**src/rtl/div_pkg.sv**
```systemverilog
// Shared definitions for the signed divider.
// Holds the default operand width and the controller state encoding,
// which the top level and the bench both rely on.
package div_pkg;

  // Default operand width in bits
  localparam int DIV_N_DEFAULT = 5;

  // Controller state encoding
  localparam logic [1:0] ST_IDLE = 2'd0;
  localparam logic [1:0] ST_CALC = 2'd1;
  localparam logic [1:0] ST_FIX  = 2'd2;

  typedef enum logic [1:0] {
    IDLE = ST_IDLE,
    CALC = ST_CALC,
    FIX  = ST_FIX
  } state_t;

endpackage

```
**src/rtl/div_step.sv**
```systemverilog
// One unsigned restoring shift-subtract iteration.
// Ports:
//   rem_in  [N:0]   current partial remainder
//   bit_in          next dividend bit (MSB first)
//   divisor [N-1:0] divisor magnitude
//   rem_out [N:0]   updated partial remainder
//   q_bit           quotient bit produced by this iteration
module div_step #(
  parameter int N = div_pkg::DIV_N_DEFAULT
) (
  input  logic [N:0]   rem_in,
  input  logic         bit_in,
  input  logic [N-1:0] divisor,
  output logic [N:0]   rem_out,
  output logic         q_bit
);

  // One extra bit above the partial remainder gives the trial subtraction
  // an unambiguous sign bit.
  logic [N+1:0] shifted_s;
  logic [N+1:0] diff_s;

  // Trial subtract; keep the difference only when it did not go negative
  always_comb begin
    shifted_s = {rem_in, bit_in};
    diff_s    = shifted_s - {2'b00, divisor};
    if (diff_s[N+1] == 1'b0) begin
      rem_out = diff_s[N:0];
      q_bit   = 1'b1;
    end else begin
      rem_out = shifted_s[N:0];
      q_bit   = 1'b0;
    end
  end

endmodule

```
**src/rtl/signed_divider.sv**
```systemverilog
// Multi-cycle signed integer divider (truncating, remainder takes the
// dividend's sign). Fixed latency: done pulses N+2 cycles after start is
// accepted, regardless of operand values.
// Ports:
//   clk, rst_n (synchronous, active-low)
//   start                 begin a division (only honoured when idle)
//   dividend, divisor     signed N-bit operands
//   busy                  operation in progress
//   done                  one-cycle pulse, results valid
//   quotient, remainder   signed N-bit results, held until the next done
//   div_by_zero, overflow status of the last operation
module signed_divider
  import div_pkg::*;
#(
  parameter int N = DIV_N_DEFAULT
) (
  input  logic                clk,
  input  logic                rst_n,
  input  logic                start,
  input  logic signed [N-1:0] dividend,
  input  logic signed [N-1:0] divisor,
  output logic                busy,
  output logic                done,
  output logic signed [N-1:0] quotient,
  output logic signed [N-1:0] remainder,
  output logic                div_by_zero,
  output logic                overflow
);

  localparam int              CW       = $clog2(N + 1);
  localparam logic [CW-1:0]   LAST_CNT = CW'(N - 1);
  localparam logic [CW-1:0]   ONE_CNT  = CW'(1);
  localparam logic [N-1:0]    ONE_N    = {{(N-1){1'b0}}, 1'b1};
  localparam logic [N-1:0]    ZERO_N   = {N{1'b0}};
  localparam logic [N-1:0]    ALL1_N   = {N{1'b1}};
  localparam logic [N-1:0]    MIN_N    = {1'b1, {(N-1){1'b0}}};

  // Two's complement magnitude; the most-negative value maps to 2^(N-1),
  // which is still representable as an unsigned N-bit number.
  function automatic logic [N-1:0] abs_to_2scomplement(input logic [N-1:0] v);
    logic [N-1:0] m;
    if (v[N-1]) begin
      m = (~v) + ONE_N;
    end else begin
      m = v;
    end
    return m;
  endfunction

  // Conditional negate used to re-apply a result sign (zero stays zero).
  function automatic logic [N-1:0] apply_sign(input logic [N-1:0] mag, input logic neg);
    logic [N-1:0] r;
    if (neg) begin
      r = (~mag) + ONE_N;
    end else begin
      r = mag;
    end
    return r;
  endfunction

  state_t          state_r, state_s;
  logic [CW-1:0]   cnt_r;
  logic [N:0]      pr_r;        // partial remainder
  logic [N-1:0]    qr_r;        // dividend magnitude shifting out, quotient shifting in
  logic [N-1:0]    dvs_mag_r;
  logic [N-1:0]    dvd_raw_r;   // kept for the divide-by-zero remainder
  logic            sd_r, sv_r;  // dividend / divisor sign bits
  logic            dbz_w_r, ovf_w_r;

  logic            busy_r, done_r, dbz_r, ovf_r;
  logic [N-1:0]    quot_r, rem_r;

  logic [N:0]      pr_next_s;
  logic            qbit_s;
  logic [N-1:0]    fix_q_s, fix_r_s;

  div_step #(.N(N)) u_step (
    .rem_in  (pr_r),
    .bit_in  (qr_r[N-1]),
    .divisor (dvs_mag_r),
    .rem_out (pr_next_s),
    .q_bit   (qbit_s)
  );

  // State register
  always_ff @(posedge clk) begin
    if (!rst_n) begin
      state_r <= IDLE;
    end else begin
      state_r <= state_s;
    end
  end

  // Next-state logic
  always_comb begin
    state_s = state_r;
    case (state_r)
      IDLE: begin
        if (start) begin
          state_s = CALC;
        end else begin
          state_s = IDLE;
        end
      end
      CALC: begin
        if (cnt_r == LAST_CNT) begin
          state_s = FIX;
        end else begin
          state_s = CALC;
        end
      end
      FIX:     state_s = IDLE;
      default: state_s = IDLE;
    endcase
  end

  // Signed results, with the special cases overriding the iterative answer
  always_comb begin
    fix_q_s = apply_sign(qr_r, sd_r ^ sv_r);
    fix_r_s = apply_sign(pr_r[N-1:0], sd_r);
    if (dbz_w_r) begin
      fix_q_s = ZERO_N;
      fix_r_s = dvd_raw_r;
    end else if (ovf_w_r) begin
      fix_q_s = MIN_N;
      fix_r_s = ZERO_N;
    end else begin
      fix_q_s = fix_q_s;
      fix_r_s = fix_r_s;
    end
  end

  // Datapath: operand capture, iteration, and result registers
  always_ff @(posedge clk) begin
    if (!rst_n) begin
      cnt_r     <= {CW{1'b0}};
      pr_r      <= {(N+1){1'b0}};
      qr_r      <= ZERO_N;
      dvs_mag_r <= ZERO_N;
      dvd_raw_r <= ZERO_N;
      sd_r      <= 1'b0;
      sv_r      <= 1'b0;
      dbz_w_r   <= 1'b0;
      ovf_w_r   <= 1'b0;
      busy_r    <= 1'b0;
      done_r    <= 1'b0;
      dbz_r     <= 1'b0;
      ovf_r     <= 1'b0;
      quot_r    <= ZERO_N;
      rem_r     <= ZERO_N;
    end else begin
      busy_r <= (state_s != IDLE);
      done_r <= (state_r == FIX);
      case (state_r)
        IDLE: begin
          if (start) begin
            dvd_raw_r <= dividend;
            sd_r      <= dividend[N-1];
            sv_r      <= divisor[N-1];
            qr_r      <= abs_to_2scomplement(dividend);
            dvs_mag_r <= abs_to_2scomplement(divisor);
            dbz_w_r   <= (divisor == ZERO_N);
            ovf_w_r   <= (dividend == MIN_N) && (divisor == ALL1_N);
            pr_r      <= {(N+1){1'b0}};
            cnt_r     <= {CW{1'b0}};
          end else begin
            cnt_r <= cnt_r;
          end
        end
        CALC: begin
          pr_r  <= pr_next_s;
          qr_r  <= {qr_r[N-2:0], qbit_s};
          cnt_r <= cnt_r + ONE_CNT;
        end
        FIX: begin
          quot_r <= fix_q_s;
          rem_r  <= fix_r_s;
          dbz_r  <= dbz_w_r;
          ovf_r  <= ovf_w_r;
        end
        default: begin
          cnt_r <= {CW{1'b0}};
        end
      endcase
    end
  end

  assign busy        = busy_r;
  assign done        = done_r;
  assign quotient    = $signed(quot_r);
  assign remainder   = $signed(rem_r);
  assign div_by_zero = dbz_r;
  assign overflow    = ovf_r;

endmodule

```
**config.mk**
```make
export PLATFORM = sky130hd
export DESIGN_NAME = signed_divider
export DESIGN_NICKNAME = d
export VERILOG_FILES = /design/src/rtl/div_pkg.sv /design/src/rtl/div_step.sv /design/src/rtl/signed_divider.sv
export SDC_FILE = /design/constraint.sdc
export NUM_CORES = 1
export LEC_CHECK = 0
export CORE_UTILIZATION = 42
export DETAILED_ROUTE_END_ITERATION = 10
export GPL_TIMING_DRIVEN = 0
export RECOVER_POWER = 50
export SLEW_MARGIN = 20
export SYNTH_ARGS = -nofsm -noshare
export SYNTH_HDL_FRONTEND = slang
export SYNTH_SLANG_ARGS = --single-unit
```
**constraint.sdc**
```tcl
create_clock -name clk -period 4.19 [get_ports clk]
set_input_delay 0.838 -clock clk [delete_from_list [all_inputs] [get_ports clk]]
set_output_delay 0.838 -clock clk [all_outputs]
set_load 0.005 [all_outputs]
```
Word level (Yosys, flattened, before mapping). Index checks and enable logic that the tools add are counted.

Register bits after elaboration: 44. Logic and storage cells: 61.

Add/sub/neg operators: 6. Equality and inequality tests: 6. Muxes and demuxes: 19. Bitwise logic cells: 6. Reductions and logical operators: 8.

Operators with widths (number): 2-to-1 mux 5 bit (9); adder 5 x 1 -> 5 bit, second input constant (4); NOT 5 bit (4); 2-to-1 mux 6 bit (2); one-hot mux 6 bit (2 select lines) (1); == test 5 bit, second input constant (2); one-hot mux 5 bit (2 select lines) (1); one-hot mux 3 bit (3 select lines) (1); subtractor 7 x 5 -> 7 bit (1); AND reduction 2 bit (3); logical NOT 5 bit (1); one-hot mux 2 bit (2 select lines) (1); nonzero test 2 bit (2); adder 3 x 1 -> 3 bit, second input constant (1); == test 3 bit, second input constant (1); 2-to-1 mux 3 bit (1); == test 2 x 1 -> 1 bit, second input constant (1); == test 2 bit, second input constant (1); logical NOT 2 bit (1); 2-to-1 mux 1 bit (2); 2-to-1 mux 2 bit (1); inequality test 2 bit, second input constant (1); logical AND 1 bit (1); NOT 1 bit (1); XOR 1 bit (1).

Longest topological paths before layout.
Depth after elaboration: 5. Mapped depth: 9.

Hierarchy. Synthesis repeated with hierarchy kept, for this count alone.

Cell total of the unflattened synthesis: 271. Area, all modules: 2397.3 sq um.

Modules (own cells, without submodules): signed_divider (times used 1, cells each 234, area each 2072.0 sq um, sequential area each 860.8 sq um); div_step (times used 1, cells each 37, area each 325.3 sq um, sequential area each 0.0 sq um).

Worst setup path before layout. OpenSTA, ideal clock, no wires.

Path kind: register to register. Start: reg qr_r[4]. End: reg pr_r[0]. Arrival: 1.955 ns. Setup slack: 2.118 ns. Cell stages (with the launch flop): 10. Buffers on the path: 0. Period minus slack after synthesis: 2.072 ns. Cell sequence: dfxtp_1 -> inv_1 -> ha_1 -> inv_1 -> fa_1 -> a211oi_2 -> o21ai_2 -> xor2_4 -> mux2i_1 -> a32o_1.

Longest elaborated chain between the ends: 3.

Ends and longest elaborated chain: start: declaration (line signed_divider.sv:64) `logic [N-1:0] qr_r;`; start signal: assignment (line signed_divider.sv:160) `qr_r <= abs_to_2scomplement(dividend);`; start signal: assignment (line signed_divider.sv:172) `qr_r <= {qr_r[N-2:0], qbit_s};`; subtractor 7 x 5 -> 7 bit (line div_step.sv:26) `diff_s = shifted_s - {2'b00, divisor};`; 2-to-1 mux 6 bit * (line div_step.sv:27) `if (diff_s[N+1] == 1'b0) begin`; one-hot mux 6 bit (2 select lines) * (line signed_divider.sv:154) `case (state_r)`; end signal: assignment (line signed_divider.sv:137) `pr_r <= {(N+1){1'b0}};`; end signal: assignment (line signed_divider.sv:164) `pr_r <= {(N+1){1'b0}};`; end signal: assignment (line signed_divider.sv:171) `pr_r <= pr_next_s;`; end: declaration (line signed_divider.sv:63) `logic [N:0] pr_r;`.

Every way passes the cells marked *; elsewhere a longest branch is shown, timed or not. A chain may end at the register's enable or synchronous reset.

Worst setup path after layout. Same ends and word-level chain as after synthesis.

==> results.md <==
* Minimum clock period at 2308 ps
* Max_cap viols at 0
* Power per cell area at approximately 330 nW/µm²
* Post-Syn Area at ~2300 µm²
* Drt initial violations at 100
* Worst hold slack at between 400 and 500 ps
* Worst endpoint data arrival time at roughly 2500 ps
* Number of buffers created by CTS at 5
* Fin cells at approximately 390
* First-pass GRT wire length at 9273 µm
* Worst slack at placement at approximately 1600 ps
* Routability cong. at 0.7589
* Total nets after synthesis at between 300 and 400
* Multi-input gate area at 1341 µm²
* Largest net degree at the start of global routing at 14
* Tcrit/Tclk final at a little under three fifths
* Lkg Pwr at around 1.1 nW
* # rows at 26
* Total Power at ~910 µW
* Library cells used by synthesis at 45
* Slew headroom at between 50% and 60%
* Cell count after synthesis at approximately 280
* Pint at between 600 and 700 µW
* YS warnings at 0
* Filler cells at 528
* Utilization after layout at between 50 and 60%
* Top cell by count, worst path: inv_1
* Htree depth at 2
* Layout cells sized above 1 at under 10%
* Setup Buffers After CTS at 0
* Cts hold-fix bufs at 0
* Crit path max fanout at 5
* Final setup viols at 0
* Critical Path RT at roughly 4400 ps
* Maximum VDD drop at about 0.12 mV
* Clk slew on worst S/H paths at ~80 ps
* Clk buf depth at 2
* Clock Sinks at between 40 and 50
* CP Cell Sequence: inv_1 -> ha_1 -> inv_1 -> fa_1 -> a211oi_2 -> o21ai_2 -> xor2_4 -> mux2i_1 -> a32o_1
* CTS tree: built
* CTS resizes at 0
* Switch share at a little under a third
* #FFs+latches synth at 43
* Setup crit start kind: flip-flop
* DIE HEIGHT at about 77 µm
* Share of power burned in combinational logic at 22.9%
* Final Hold Vio Count at 0
* Seq/Total Area, Yosys at 36.81%
* Die extent in x at roughly 77 µm
* GRT Overall Usage at between 20% and 30%
* GR Overflow Total at 0
* Critical-path top delay cell: fa_1
* Post-route setup TNS at 0 ps
* Switch Pwr at between 200 and 300 µW
* CTS root buf: clkbuf_8
* Clk network pwr share at ~28%
* Drt pass-1 iters at 6
* DR WL/cell at roughly 14 µm
* Layout area overhead at 18.46%
* Critical Path End Type: flip-flop
* Placed cell areas at between 2000 and 3000 µm²
* Worst-Margin Slew at ~670 ps
* RSZ-0062 raised after global routing: false
* Placed Cells at 379
* Routed vias at between 1,500 and 2,000
* Ys async rst share at 0%
* DR vias/cell at around 5.2
* Design Area, Final at roughly 2800 µm²
* I/O Buffers at 26
* Antenna violations before repair at 0
* Critical path type: reg -> reg
* Die Area at roughly 6000 µm²
* Total Wirelength at approximately 5300 µm
* Vias in the first global route at around 2,000
* Count of flip-flops with a built-in enable after synthesis at 0
* Routed Antenna Nets at 0
* Post-DP HPWL at roughly 4000 µm
* Post-synthesis area per instance at 8.263 µm²
* Final nets at around 340
* Part of the power in registers at 48.6%
* Status: finished, final reports clean
* Io pins at 27
* Fin. max-slew vios at 0
* Clock Skew at just under 5 ps
* Final setup margin at 1882 ps
* Post-synth top flop: dfxtp_1
* Worst Hold Class: reg -> reg
* Initial core utilization at 44.65%
* DRC at 0
* Core ar. at between 5000 and 6000 µm²
* ANT cells at 0
* Fmax at 433.3 MHz
* Worst-skew pair later-pin latency at approximately 290 ps
* Reg area at roughly 860 µm²
* Max incr delay on CP at 400 ps
[placed cells by master (no fill, tap or decap), types with 6 or more instances in the layout]
master	instances
a21boi_0	12
nand3_1	6
o21ai_0	15
xnor2_1	7
clkbuf_1	8
inv_1	21
clkdlybuf4s50_1	11
a21oi_1	9
xor2_1	7
ha_1	12
dfxtp_1	43
dlygate4sd3_1	15
nand2_1	42
nor2b_1	10
nor2_1	26
[cell usage after synthesis, types with 2 or more instances]
master / count / area, µm²
mux2i_1: 5 / 50.05
ha_1: 12 / 150.1
nand3_1: 6 / 30.03
o31ai_1: 5 / 37.54
clkbuf_1: 8 / 30.03
nor2_1: 26 / 97.59
mux2_2: 2 / 22.52
a21boi_0: 12 / 90.09
nor2b_1: 10 / 62.56
a222oi_1: 2 / 20.02
dfxtp_1: 43 / 860.8
o211a_1: 2 / 20.02
and3_1: 2 / 12.51
a21oi_1: 9 / 45.04
buf_2: 4 / 20.02
xnor2_1: 7 / 61.31
and2_1: 3 / 18.77
a221oi_1: 4 / 35.03
o221ai_1: 2 / 17.52
nor3_1: 5 / 25.02
nor3b_1: 2 / 15.01
o21ai_0: 15 / 75.07
nand4_1: 2 / 12.51
nand2b_1: 3 / 18.77
nand2_1: 42 / 157.7
a22oi_1: 5 / 37.54
xor2_1: 7 / 61.31
inv_1: 21 / 78.83
[critical path, delay by kind of cell, from the launching register on]
family	cells	cell delay [ps]
AO/OA/AOI/OAI	3	730
multiplexers	1	110
adder cells (fa/ha/maj)	2	590
buffers and inverters	2	200
flip-flops	1	320
XOR/XNOR	1	260
[sequential cells by signal, indices dropped and copies added, names as in the netlist, 2 cells and up]
register,count
pr_r,6
dvd_raw_r,5
dvs_mag_r,5
qr_r,5
quotient,5
remainder,5
cnt_r,3
state_r,2
[cell type report]
| cell class | count | share of cell area [%] |
|---|---|---|
| sequential | 43 | 31.07 |
| inverter | 21 | 2.846 |
| clock inverter | 3 | 0.5420 |
| tap | 70 | 3.162 |
| buffer | 13 | 2.078 |
| multi-input combinational | 206 | 48.42 |
| timing repair buffer | 26 | 9.395 |
| clock buffer | 5 | 2.484 |
[kinds of logic after synthesis]
kind of cell               share of synthesized area, %
AOI/OAI and AO/OA                                 19.80
DFF                                               36.81
adders and majority gates                         7.276
buffers and inverters                             5.832
muxes                                             3.103
and+or+nand+nor                                   20.76
xor gates and xnor gates                          6.421
[metal layers]
layer | up-vias | part of all wire, % | track usage [%]
met1 | 918 | 49 | 27.04
met2 | 42 | 45 | 32.43
met4 | 0 | 1.2 | 5.962
met5 | - | 0 | 0
met3 | 7 | 4.2 | 4.192
li1 | 1030 | - | -
[final timing paths]
check,startpoint,to,slack [ps],cells after the start
hold / removal,quotient[3]$_SDFFE_PN0P_,quotient[3]$_SDFFE_PN0P_,460,2
setup reg to reg,qr_r[4]$_SDFFE_PN0P_,pr_r[0]$_SDFFE_PN0P_,1880,9
setup / recovery,qr_r[4]$_SDFFE_PN0P_,pr_r[0]$_SDFFE_PN0P_,1880,9
hold reg to reg,quotient[3]$_SDFFE_PN0P_,quotient[3]$_SDFFE_PN0P_,460,2
[power groups by stage]
stage	registers [mW]	logic [mW]	clock network [mW]
global route	0.445	0.234	0.288
finish	0.442	0.208	0.260
global placement	0.451	0.207	0
CTS	0.442	0.211	0.269
detailed placement	0.452	0.210	0
floorplan	0.447	0.159	0
Power figures use the tool's default switching activity.
